$ cat config.mk
export PLATFORM = sky130hd
export DESIGN_NAME = lsu_sram_master
export DESIGN_NICKNAME = d
export VERILOG_FILES = /design/src/rtl/lsu_sram_master.sv
export SDC_FILE = /design/constraint.sdc
export NUM_CORES = 1
export LEC_CHECK = 0
export BUFFER_PORTS_ARGS = -buffer_cell sky130_fd_sc_hd__buf_2
export CORE_UTILIZATION = 40
export CTS_CLUSTER_SIZE = 20
export DETAILED_ROUTE_END_ITERATION = 8
export PLACE_DENSITY = 0.7
export SYNTH_ARGS = -nofsm -noshare
export SYNTH_HDL_FRONTEND = slang
export SYNTH_SLANG_ARGS = --single-unit
$ cat constraint.sdc
create_clock -name clk -period 3.71 [get_ports clk]
set_clock_uncertainty 0.05 [all_clocks]
set_input_delay 0.371 -clock clk [delete_from_list [all_inputs] [get_ports clk]]
set_output_delay 0.371 -clock clk [all_outputs]
set_load 0.005 [all_outputs]
$ cat src/rtl/lsu_sram_master.sv
// lsu_sram_master: load/store unit driving a single-port byte-maskable data SRAM
// Misaligned accesses are split into two word accesses or rejected, per SPLIT_MISALIGNED.
module lsu_sram_master #(
  parameter bit SPLIT_MISALIGNED = 1'b1
) (
  input  logic        clk,
  input  logic        rst_n,
  input  logic        req_valid,
  output logic        req_ready,
  input  logic        req_we,
  input  logic [1:0]  req_size,
  input  logic        req_unsigned,
  input  logic [31:0] req_addr,
  input  logic [31:0] req_wdata,
  output logic        rsp_valid,
  output logic [31:0] rsp_rdata,
  output logic        rsp_err,
  output logic        sram_cen,
  output logic        sram_wen,
  output logic [3:0]  sram_ben,
  output logic [31:0] sram_addr,
  output logic [31:0] sram_din,
  input  logic [31:0] sram_dout
);
  localparam logic [1:0] IDLE = 2'd0, ACC_A = 2'd1, ACC_B = 2'd2, FIN = 2'd3;
  logic [1:0]  st, sz, o;
  logic        we, uns, split, req_split;
  logic [29:0] wrd;
  logic [7:0]  lanes, req_lanes;
  logic [3:0]  req_mask;
  logic [4:0]  req_sh, sh;
  logic [31:0] wa, amask, merged, rot, ext, req_din;
  always_comb begin
    req_mask  = req_size == 2'd0 ? 4'h1 : req_size == 2'd1 ? 4'h3 : 4'hF;
    req_lanes = {4'h0, req_mask} << req_addr[1:0];
    req_split = |req_lanes[7:4];
    req_sh    = {req_addr[1:0], 3'b000};
    req_din   = (req_wdata << req_sh) | (req_wdata >> (32 - req_sh));
    split     = |lanes[7:4];
    sh        = {o, 3'b000};
    // lanes of word A come from the captured first read, the rest from the second
    amask     = {{8{lanes[3]}}, {8{lanes[2]}}, {8{lanes[1]}}, {8{lanes[0]}}};
    merged    = split ? (wa & amask) | (sram_dout & ~amask) : sram_dout;
    rot       = (merged >> sh) | (merged << (32 - sh));
    ext       = sz == 2'd0 ? {{24{~uns & rot[7]}}, rot[7:0]} :
                sz == 2'd1 ? {{16{~uns & rot[15]}}, rot[15:0]} : rot;
  end
  always_ff @(posedge clk) begin
    if (!rst_n) begin
      st        <= IDLE;
      req_ready <= 1'b1;
      rsp_valid <= 1'b0;
      rsp_rdata <= '0;
      rsp_err   <= 1'b0;
      sram_cen  <= 1'b1;
      sram_wen  <= 1'b1;
      sram_ben  <= 4'hF;
      sram_addr <= '0;
      sram_din  <= '0;
    end else begin
      rsp_valid <= 1'b0;
      rsp_err   <= 1'b0;
      case (st)
        IDLE: if (req_valid) begin
          if (req_split && !SPLIT_MISALIGNED) begin
            rsp_valid <= 1'b1;
            rsp_err   <= 1'b1;
            rsp_rdata <= '0;
          end else begin
            st        <= ACC_A;
            req_ready <= 1'b0;
            we        <= req_we;
            sz        <= req_size;
            uns       <= req_unsigned;
            o         <= req_addr[1:0];
            wrd       <= req_addr[31:2];
            lanes     <= req_lanes;
            sram_cen  <= 1'b0;
            sram_wen  <= ~req_we;
            sram_ben  <= ~req_lanes[3:0];
            sram_addr <= {req_addr[31:2], 2'b00};
            sram_din  <= req_din;
          end
        end
        ACC_A: if (split) begin
          st        <= ACC_B;
          sram_ben  <= ~lanes[7:4];
          sram_addr <= {wrd + 30'd1, 2'b00};
        end else begin
          st        <= we ? IDLE : FIN;
          req_ready <= we;
          rsp_valid <= we;
          rsp_rdata <= we ? '0 : rsp_rdata;
          sram_cen  <= 1'b1;
          sram_wen  <= 1'b1;
          sram_ben  <= 4'hF;
        end
        ACC_B: begin
          wa        <= sram_dout;
          st        <= we ? IDLE : FIN;
          req_ready <= we;
          rsp_valid <= we;
          rsp_rdata <= we ? '0 : rsp_rdata;
          sram_cen  <= 1'b1;
          sram_wen  <= 1'b1;
          sram_ben  <= 4'hF;
        end
        FIN: begin
          st        <= IDLE;
          req_ready <= 1'b1;
          rsp_valid <= 1'b1;
          rsp_rdata <= ext;
        end
      endcase
    end
  end
endmodule
== Yosys cells after proc, flatten, opt, wreduce, memory -nomap -nowiden ==
Cells that the tools add are included.

* Add/subtract/negate cells: 3
* Equal/unequal tests: 8
* Shift operators: 5
* Muxes and demuxes: 27
* Bitwise gates (word level): 12
* Reductions and logical operators: 15

{| class="wikitable"
|+ Operators with widths
! cell !! number
|-
| $mux 32 || 7
|-
| $or 32x32->32 || 3
|-
| $pmux 32 s3 || 1
|-
| $and 32x32->32 || 2
|-
| $pmux 32 s2 || 1
|-
| $not 32->32 || 1
|-
| $shl 32x32->32 || 1
|-
| $shl 32x5->32 || 1
|-
| $shr 32x32->32 || 1
|-
| $shr 32x5->32 || 1
|-
| $add 30x1->30 const B || 1
|-
| $mux 4 || 4
|-
| $sub 6x5->7 const A || 2
|-
| $pmux 4 s3 || 1
|-
| $reduce_and 2->1 || 5
|-
| $pmux 1 s3 || 3
|-
| $reduce_and 3->1 || 3
|-
| $not 4->4 || 2
|-
| $pmux 2 s4 || 1
|-
| $shl 4x2->8 || 1
|-
| $eq 2x1->1 const B || 3
|-
| $logic_not 2->1 || 3
|-
| $mux 2 || 3
|-
| $ne 2x2->1 const B || 3
|-
| 8 further kinds || 16
|}

* Bits in registers: 182
* Output and inout port bits: 105
* Logic and storage cells: 86

== Longest topological paths before layout ==
Gate-level depths: netlist of run 1.

* Depth after elaboration: 10
* Gate-level depth with buffers: 12

== Least setup slack after synthesis of run 1 ==
Ideal clock, no wire load.

* Path kind: register to register
* Start point: register st[0]
* End point: register lanes[0] (enable)
* Library setup time: 444 ps
* Arrival: 2984 ps
* Slack: 233 ps
* Stages on the path, launching flop included: 7
* Buffers on the path: 2
* Path through: dfxtp_1 > inv_1 > ha_1 > clkbuf_1 > nand2_1 > clkbuf_1 > nor2_1

* Cells in the longest elaborated chain, start to end: 2

{| class="wikitable"
|+ RTL lines
! item !! RTL line !! source
|-
| from (decl) || 26 || <nowiki>logic [1:0] st, sz, o;</nowiki>
|-
| from (signal assigned) || 90 || <nowiki>st <= we ? IDLE : FIN;</nowiki>
|-
| from (signal assigned) || 100 || <nowiki>st <= we ? IDLE : FIN;</nowiki>
|-
| $logic_not 2->1 || 63 || <nowiki>case (st)</nowiki>
|-
| $reduce_and 3->1 (no line) || n/a ||
|-
| to (signal assigned) || 77 || <nowiki>lanes <= req_lanes;</nowiki>
|-
| to (decl) || 29 || <nowiki>logic [7:0] lanes, req_lanes;</nowiki>
|}

Every way passes these cells.
A chain may end at the register's enable or synchronous reset.

== Worst setup path after layout of run 1 ==
* Start point: register lanes[5]
* End point: register rsp_rdata[16]

* Cells in the longest elaborated chain, start to end: 8
* Elaborated cells on any way between the ends: 12

{| class="wikitable"
|+ RTL lines
! item !! RTL line !! source
|-
| $reduce_or 4->1 (*) || 39 || <nowiki>split = |lanes[7:4];</nowiki>
|-
| $mux 32 || 43 || <nowiki>merged = split ? (wa & amask) | (sram_dout & ~amask) : sram_dout;</nowiki>
|-
| $shl 32x32->32 / $shr 32x5->32 (equally long branches) || 44 || <nowiki>rot = (merged >> sh) | (merged << (32 - sh));</nowiki>
|-
| $or 32x32->32 || 44 ||
|-
| $and 1x1->1 || 46 || <nowiki>sz == 2'd1 ? {{16{~uns & rot[15]}}, rot[15:0]} : rot;</nowiki>
|-
| $mux 32 || 46 ||
|-
| $mux 32 || 45 || <nowiki>ext = sz == 2'd0 ? {{24{~uns & rot[7]}}, rot[7:0]} :</nowiki>
|-
| $pmux 32 s3 || 63 ||
|-
| to (signal assigned) || 93 || <nowiki>rsp_rdata <= we ? '0 : rsp_rdata;</nowiki>
|-
| to (signal assigned) || 103 || <nowiki>rsp_rdata <= we ? '0 : rsp_rdata;</nowiki>
|-
| to (signal assigned) || 112 || <nowiki>rsp_rdata <= ext;</nowiki>
|-
| to (decl) || 16 || <nowiki>output logic [31:0] rsp_rdata,</nowiki>
|}

Every way passes the cells marked *; elsewhere a longest branch is shown, timed or not.

==> reports/metrics.yaml, run 1 <==
clock_transition_at_path_regs_ns: 0.07
critical-path-top-delay-family: "compound AO/OA/AOI/OAI gates"
worst_ir_drop_vdd_mv: 0.193
r2r-end: "rsp_rdata[16]$_SDFFE_PN0P_"
timing_worst_slew_pin_value_ns: 1.02
power_per_cell_area_nw_per_um2: 449
crit_chain: "o31ai_4 > buf_4 > mux2i_1 > mux2i_1 > a221oi_2 > nand2b_4 > a211oi_2"
hpwlAfterDp_mm: 19.9
setup_repair_after_global_routing_missed_its_margin: "false"
async_set_or_reset_flop_fraction_in_the_synthesized_netlist: 0
total_power_mw: 4.99
setup_viol: 0
fp.coreArea_um2: 22700
critPathRequiredTime_ns: 3.93
slew_violations: 0
final_layout_size_suffix_gt1_frac: 0.271
tns_ns: 0
multi_input_area_um2: 4560
period_share: 0.784
final_net_count: 1239
post_synth_num_cell_types: 72
floorplan.rows: 55
synth_top_cells_by_area: "edfxtp_1 24%, dfxtp_1 22%, mux2i_1 5.7%"
reg2reg_from: "lanes[5]$_SDFFCE_PN0P_"
cts-resized-gates: 0
place.detailed.instances: 1395
synth_edf_count: 75
antenna_cells_inserted: 0
first_iter_violations: 711
synth_seq_cells: 179
timing.hold.worst_path_depth: 1
cts_inserted_buffers: 17
max_cap_violations: 0
setup.reg_to_reg.worst_slack_ns: 0.80
cpMostUsedCell: "mux2i_1"
htree_num_levels: 4
cts_max_path_buffers: 2
critical-path-slowest-cell: "edfxtp_1"
ys_seq_area_frac: 0.465
fp.dieArea_um2: 23900
setup_slack_ns: 0.801
worst_slew_margin_rel: 0.322
detail-route-antenna-nets: 0
startpoint: "lanes[5]$_SDFFCE_PN0P_"
synth_area_leader_cell: "edfxtp_1"
worstSetupEndpointType: "flip-flop"
synth.cell_area_um2: 9320
totalWireLength_mm: 28.5
dr_total_vias: 8484
cp_data_arrival_time_ns: 3.13
fmax_ghz: 0.344
grt_start_max_net_pins: 77
seqCellArea_um2: 4330
fillCellCount: 2167
holdCritPathClass: "input pin to flip-flop"
critical_path_buf_inv_count: 1
layout.core_utilization: 0.490
tritoncts: "built"
area_growth_from_synthesis_to_layout_pct: 19.3
critical_path.startpoint_type: "flip-flop"
critical_path_peak_fanout: 14
gp_congestion: 0.924
routed_vias_inst: 5.95
fp.dieW_um: 155
worstHoldEndpoint: "wrd[19]$_DFFE_PP_"
grt-ovfl-total: 0
via_count_of_the_first_global_routing_pass: 7714
gr-usage-all-layers: 0.235
total_leakage_power_nw: 4.42
min-delay-start: "req_addr[21]"
portBuffers: 204
worstSkewPairLatency_ns: 0.43
chipHeight_um: 155
postCtsHoldBufs: 0
stdcell_count: 1427
clkSinkCount: 179
detail_route.drc_violations: 0
period_needed_ns: 2.91
i_o_pin_count: 208
post_synth_inst_count: 955
timing.final.hold_violations: 0
cpPeakStageDelay_ns: 0.63
floorplan.initialDensity: 0.410
post-cts-setup-buffers: 0
synth_top_flop_cell: "dfxtp_1"
timing.setup.critical_path_class: "flip-flop to flip-flop"
worst_r2r_path_depth: 7
detail_route.wl_per_cell_um: 20.0
status: "completed"
grt_pass1_wl_mm: 43.6
clock-root-buffer: "clkbuf_16"
synthesis.yosys.warnings: 0
detail_route.first_pass.iterations: 8
detailedPlace.worstSlack_ns: 0.796
syn_avg_cell_area_um2: 9.76
grt_antenna_before_repair: 1
synthDominantCellAreaShare: 0.242
[cell type report]
cell class                      count  area share
Sequential cell                   179       0.390
Clock inverter                     12     0.00900
Inverter                           19     0.00642
Multi-Input combinational cell    680       0.411
Tap cell                          285      0.0321
Timing Repair Buffer              232       0.112
Clock buffer                       20      0.0402
[through the flow]
step                      hold slack (ns)  cell area [um2]
after floorplan                     0.398             9320
after detailed placement            0.409            10600
after global routing               0.0571            11100
after CTS                          0.0591            11100
after global placement              0.397            10600
final                              0.0807            11100
[cells in the mapped netlist, drive strengths merged, types with 12 or more instances]
library cell,n
a211oi,37
a21oi,85
a221oi,18
buf,19
clkbuf,60
dfxtp,104
edfxtp,75
inv,17
mux2,16
mux2i,53
nand2,64
nand3,39
nor2,86
nor3,24
o211ai,24
o21ai,31
o221ai,17
o22ai,17
o31ai,15
xnor2,12
xor2,13
[cells in the final DEF, fill, tap and decap left out, types with 10 or more instances in the layout]
master     netlist  routed
nand3_1         39      39
buf_2            3     204
nand2_1         64      64
edfxtp_1        75      75
a221oi_1        17      17
xnor2_1         12      12
mux2_2          16      16
a211oi_1        33      32
inv_1           17      16
buf_4            5      27
mux2i_1         53      53
a21oi_1         85      85
dfxtp_1        104     104
o221ai_1        17      17
o211ai_1        24      24
xor2_1          13      13
nor2_1          86      85
o22ai_1         17      17
a311oi_1        10      10
nor3_1          24      24
clkbuf_16        0      17
o21ai_0         27      27
[kinds of logic after synthesis]
group,Yosys count,share of synthesized area
simple gates,271,0.140
fa+ha+maj,7,0.00940
flops,179,0.465
buf+inv,98,0.0473
compound gates,305,0.238
xor+xnor,25,0.0235
other cells,1,0.000403
mux,69,0.0763
[layer usage]
metal  global-route usage  share of wire  wire [um]
met1                0.313           0.44      12400
met2                0.371           0.46      13000
met3               0.0611          0.085       2430
met4               0.0750          0.021        601
met5                    0        0.00046         13
[power breakdown]
group | total, mW | switching (mW) | internal (mW)
registers | 2.28 | 0.0877 | 2.19
clock network | 1.72 | 0.826 | 0.892
logic | 0.994 | 0.603 | 0.392
[worst max-delay path by stage]
stage / endpoint / cells past startpoint / slack, ns
3_3_place_gp: rsp_rdata[19]$_SDFFE_PN0P_ / 7 / 0.86
6_report: rsp_rdata[16]$_SDFFE_PN0P_ / 7 / 0.80
5_1_grt: rsp_rdata[17]$_SDFFE_PN0P_ / 7 / 0.58
3_5_place_dp: rsp_rdata[18]$_SDFFE_PN0P_ / 7 / 0.80
2_1_floorplan: lanes[0]$_DFFE_PP_ / 6 / 0.23
4_1_cts: rsp_rdata[16]$_SDFFE_PN0P_ / 7 / 0.79
[registers in the layout, indices dropped and copies added (netlist names)]
name and count:
st 2, rsp_valid 1, req_ready 1, uns 1
rsp_rdata 32, sram_cen 1, sram_ben 4, o 2
wa 32, sz 2, sram_addr 30, lanes 7
sram_din 32, wrd 30, sram_wen 1, we 1
(Power assumes the default switching activity.)
==> inputs of run 2 (changes only) <==
- PLACE_DENSITY: 0.7 -> 0.68
- clock period: 3.71 -> 2.8 ns (I/O delays scaled with it)
==> run 2 against run 1 <==
Clock-buffer cell count grew 1; non-clock buffer count rose by 76; sequential share of layout area shrank 2.7 points; power is 41% higher; via count up 3.2%; final cell count up 5.3%; sequential power grew 32%; die area is the same; core utilization grew 3.6 points.
==> reports/metrics.yaml, run 2 (synthesis gave the netlist of run 1 again) <==
status: "completed"
period_share: 0.944
r2r-end: "rsp_rdata[24]$_SDFFE_PN0P_"
detail_route.first_pass.iterations: 5
fp.coreArea_um2: 22700
timing.setup.critical_path_class: "flip-flop to flip-flop"
grt_antenna_before_repair: 0
combPwrFrac: 0.202
power_frac_seq: 0.427
worstSkewPairLatency_ns: 0.43
totalWireLength_mm: 29.6
layout.cells.most_common_list: "204 x buf_2, 104 x dfxtp_1, 85 x nor2_1, 85 x a21oi_1, 75 x edfxtp_1"
cpMostUsedCell: "o31ai_1"
max_cap_violations: 0
worst_slew_margin_rel: 0.542
timing.hold.worst_path_depth: 1
cpPeakStageDelay_ns: 0.62
slew_violations: 0
cts_max_path_buffers: 2
fillCellCount: 2100
gp_congestion: 0.920
grt_pass1_wl_mm: 45.9
fp.dieArea_um2: 23900
layout_commonest_cell: "buf_2"
critical_path.startpoint_type: "flip-flop"
detail_route.drc_violations: 0
fp.dieW_um: 155
chipHeight_um: 155
min-delay-start: "sram_dout[7]"
reg2reg_from: "lanes[6]$_SDFFCE_PN0P_"
period_needed_ns: 2.64
setup.reg_to_reg.worst_slack_ns: 0.16
worst_ir_drop_vdd_mv: 0.334
sw_frac_of_total: 0.284
fmax_ghz: 0.378
worstSetupEndpointType: "flip-flop"
holdCritPathClass: "input pin to flip-flop"
power_per_cell_area_nw_per_um2: 591
gr-usage-all-layers: 0.244
multi_input_area_um2: 4560
clkSinkCount: 179
area_growth_from_synthesis_to_layout_pct: 28.1
hpwlAfterDp_mm: 20.1
seqCellArea_um2: 4330
floorplan.rows: 55
routed_vias_inst: 5.83
cp_data_arrival_time_ns: 2.89
power.switching_mw: 2.00
critical-path-top-delay-family: "compound AO/OA/AOI/OAI gates"
critical_path_buf_inv_count: 0
worst_r2r_path_depth: 6
detail_route.wl_per_cell_um: 19.7
via_count_of_the_first_global_routing_pass: 8530
final_layout_size_suffix_gt1_frac: 0.269
timing_worst_slew_pin_value_ns: 0.685
worstHoldEndpoint: "wa[7]$_DFFE_PP_"
cts_inserted_buffers: 17
detail-route-antenna-nets: 0
grt-ovfl-total: 0
total_leakage_power_nw: 4.80
total_power_mw: 7.05
critPathRequiredTime_ns: 3.05
grt_start_max_net_pins: 49
dr_total_vias: 8758
tns_ns: 0
tritoncts: "built"
p_int_mw: 5.05
antenna_cells_inserted: 0
floorplan.initialDensity: 0.410
critical-path-slowest-cell: "edfxtp_1"
clock_transition_at_path_regs_ns: 0.06
i_o_pin_count: 208
portBuffers: 204
critical_path_peak_fanout: 14
setup_viol: 0
htree_num_levels: 4
first_iter_violations: 811
setup_repair_after_global_routing_missed_its_margin: "false"
layout_top_registers: "rsp_rdata: 32 flops, sram_din: 32 flops, wa: 32 flops"
clkPwrFrac: 0.370
timing.final.hold_violations: 0
final_net_count: 1315
crit_chain: "o311a_1 > o31ai_1 > o221ai_1 > o31a_2 > nand2b_4 > o31ai_1"
clock-root-buffer: "clkbuf_16"
-- run 2: area by class of cell --
class	count	area share
timing repair buffer	308	0.165
multi-input combinational	680	0.382
sequential	179	0.363
clock inverter	11	0.0147
inverter	19	0.00598
tap	285	0.0299
clock buffer	21	0.0386
-- run 2: routing by layer --
| layer | global-route usage | routed length (um) | vias up |
|---|---|---|---|
| met5 | 0 | 0 | - |
| met4 | 0.103 | 818 | 0 |
| met3 | 0.0692 | 2380 | 66 |
| met2 | 0.394 | 13800 | 383 |
| met1 | 0.306 | 12600 | 4179 |
| li1 | - | - | 4130 |
-- run 2: power groups by stage --
| stage | clock network (mW) | logic [mW] | registers, mW |
|---|---|---|---|
| after floorplan | 0 | 0.807 | 3.06 |
| after global placement | 0 | 1.33 | 3.06 |
| after detailed placement | 0 | 1.35 | 3.07 |
| after CTS | 2.66 | 1.41 | 3.01 |
| after global routing | 2.74 | 1.56 | 3.04 |
| final | 2.61 | 1.43 | 3.01 |
-- run 2: worst max path at each step --
stage | start | end | slack, ns | depth (start not counted)
6_report | lanes[6]$_SDFFCE_PN0P_ | rsp_rdata[24]$_SDFFE_PN0P_ | 0.16 | 6
5_1_grt | lanes[6]$_SDFFCE_PN0P_ | rsp_rdata[22]$_SDFFE_PN0P_ | 0.02 | 6
4_1_cts | lanes[5]$_SDFFCE_PN0P_ | rsp_rdata[24]$_SDFFE_PN0P_ | 0.17 | 6
3_5_place_dp | lanes[5]$_SDFFCE_PN0P_ | rsp_rdata[24]$_SDFFE_PN0P_ | 0.19 | 6
3_3_place_gp | lanes[5]$_SDFFCE_PN0P_ | rsp_rdata[24]$_SDFFE_PN0P_ | 0.24 | 6
2_1_floorplan | req_addr[1] | sram_din[14]$_SDFFE_PN0P_ | 0.01 | 10
-- run 2: stage by stage --
stage	area, um2	hold WS (ns)	utilization	setup slack, ns	cells
2_1_floorplan	9330	0.329	-	0.0102	957
3_3_place_gp	10700	0.393	0.471	0.239	1411
3_5_place_dp	10700	0.405	0.471	0.190	1411
4_1_cts	11900	0.000842	0.524	0.172	1500
5_1_grt	11900	0.000493	0.526	0.0206	1503
6_report	11900	0.0234	0.526	0.157	1503
-- run 2: what timing repair did --
action / CTS / global route
gates resized for setup: 0 / 0
buffers inserted: 0 / 2
setup endpoints to repair: 0 / 6
hold endpoints to repair: 57 / 1
hold buffers: 57 / 1
==> inputs of run 3 (changes only) <==
==> constraint.sdc (replaced) <==
create_clock -name clk -period 2.8 [get_ports clk]
set_clock_uncertainty 0.05 [all_clocks]
set_input_delay 0.7 -clock clk [delete_from_list [all_inputs] [get_ports clk]]
set_output_delay 0.7 -clock clk [all_outputs]
set_load 0.005 [all_outputs]
==> run 3 against run 2 <==
Fmax increased by 0.23%; core utilization is 2.6 points lower; sequential share of layout area up 1.9 points; largest power group unchanged; worst setup slack improved by 0.0061 ns.
==> reports/metrics.yaml, run 3 (synthesis gave the netlist of run 1 again) <==
i_o_pin_count: 208
critPathRequiredTime_ns: 3.04
detail-route-antenna-nets: 0
layout.core_utilization: 0.499
total_leakage_power_nw: 4.54
crit_chain: "o311a_1 > o31ai_1 > o221ai_1 > o31a_2 > nand2b_4 > a211oi_2"
grt_pass1_wl_mm: 42.7
min-delay-start: "rsp_rdata[7]$_SDFFE_PN0P_"
postCtsHoldBufs: 0
cts_max_path_buffers: 2
r2r-end: "rsp_rdata[17]$_SDFFE_PN0P_"
chipHeight_um: 155
grt_start_max_net_pins: 50
floorplan.rows: 55
tns_ns: 0
portBuffers: 204
fp.coreArea_um2: 22700
status: "completed"
multi_input_area_um2: 4570
gp_congestion: 0.894
clkSinkCount: 179
gr-usage-all-layers: 0.227
total_power_mw: 6.62
clock-root-buffer: "clkbuf_16"
clock_transition_at_path_regs_ns: 0.07
worst_r2r_path_depth: 6
hold-worst-slack_ns: 0.411
seqCellArea_um2: 4330
critical_path_buf_inv_count: 0
layout.cells.most_common_list: "204 x buf_2, 104 x dfxtp_1, 85 x a21oi_1, 84 x nor2_1, 75 x edfxtp_1"
detail_route.first_pass.iterations: 5
floorplan.initialDensity: 0.410
reg2reg_from: "lanes[5]$_SDFFCE_PN0P_"
timing.final.hold_violations: 0
slew_violations: 0
fp.dieArea_um2: 23900
holdCritPathClass: "flip-flop to flip-flop"
cts_inserted_buffers: 17
groute.layer.met2.usage: 0.356
critical_path_peak_fanout: 14
met3_usage: 0.0667
period_share: 0.942
totalWireLength_mm: 27.4
worstSkewPairLatency_ns: 0.42
first_iter_violations: 632
timing.hold.worst_path_depth: 2
grt_busiest_layer: "met2"
worst_ir_drop_vdd_mv: 0.323
routed_vias_inst: 5.83
cpPeakStageDelay_ns: 0.63
met1_usage: 0.300
dr_total_vias: 8460
timing.setup.critical_path_class: "flip-flop to flip-flop"
worst_slew_margin_rel: 0.557
cp_data_arrival_time_ns: 2.88
setup_slack_ns: 0.163
layout_top_registers: "rsp_rdata: 32 flops, sram_din: 32 flops, wa: 32 flops"
fillCellCount: 2174
period_needed_ns: 2.64
via_count_of_the_first_global_routing_pass: 7903
worstSetupEndpointType: "flip-flop"
fmax_ghz: 0.379
detailedPlace.worstSlack_ns: 0.180
final_net_count: 1260
setup_viol: 0
layout_commonest_cell: "buf_2"
max_cap_violations: 0
critical-path-slowest-cell: "edfxtp_1"
setup.reg_to_reg.worst_slack_ns: 0.16
finish.instance_area_um2: 11300
final_layout_size_suffix_gt1_frac: 0.285
fp.dieW_um: 155
hpwlAfterDp_mm: 19.5
critical-path-top-delay-family: "compound AO/OA/AOI/OAI gates"
critical_path.startpoint_type: "flip-flop"
detail_route.drc_violations: 0
stdcell_count: 1450
grt_antenna_before_repair: 3
postPlaceCellArea_um2: 10800
tritoncts: "built"
grt-ovfl-total: 0
area_growth_from_synthesis_to_layout_pct: 21.7
power_per_cell_area_nw_per_um2: 584
timing_worst_slew_pin_value_ns: 0.665
htree_num_levels: 4
worstHoldEndpoint: "rsp_rdata[7]$_SDFFE_PN0P_"
detail_route.wl_per_cell_um: 18.9
place.detailed.instances: 1416
setup_repair_after_global_routing_missed_its_margin: "false"
run 3: per-layer routing:
layer | part of all wire | wire length (um)
met1 | 0.44 | 12100
met2 | 0.45 | 12400
met3 | 0.083 | 2270
met4 | 0.021 | 563
met5 | 0.00048 | 13
run 3: power breakdown:
| group | internal, mW | total, mW | switching, mW |
|---|---|---|---|
| Combinational | 0.560 | 1.36 | 0.800 |
| Sequential | 2.90 | 3.01 | 0.110 |
| Clock | 1.22 | 2.25 | 1.03 |
| Total | 4.68 | 6.62 | 1.94 |
run 3: final cells by class:
type | count | area share
antenna | 2 | 0.000441
inverter | 19 | 0.00640
timing repair buffer | 253 | 0.128
multi-input combinational | 680 | 0.403
clock buffer | 18 | 0.0379
tap | 285 | 0.0315
clock inverter | 14 | 0.0100
sequential | 179 | 0.382
run 3: worst min-delay path, stage by stage (launching register included):
cell	delay, ns
dfxtp_1	0.31
nand2_1	0.05
a21oi_1	0.05
run 3: worst max path at each step:
stage                                  to  slack (ns)  depth (start not counted)                    from
2_1_floorplan   sram_din[14]$_SDFFE_PN0P_        0.02                         10             req_addr[1]
3_3_place_gp   rsp_rdata[18]$_SDFFE_PN0P_        0.24                          6  lanes[5]$_SDFFCE_PN0P_
3_5_place_dp   rsp_rdata[24]$_SDFFE_PN0P_        0.18                          6  lanes[5]$_SDFFCE_PN0P_
4_1_cts        rsp_rdata[23]$_SDFFE_PN0P_        0.17                          6  lanes[5]$_SDFFCE_PN0P_
5_1_grt        rsp_rdata[31]$_SDFFE_PN0P_        0.02                          6  lanes[5]$_SDFFCE_PN0P_
6_report       rsp_rdata[17]$_SDFFE_PN0P_        0.16                          6  lanes[5]$_SDFFCE_PN0P_
run 3: what timing repair did:
action / CTS / global route
setup buffers: 0 / 0
setup endpoints to repair: 0 / 13
endpoints found under the hold margin: 0 / 0
gates resized for setup: 0 / 1
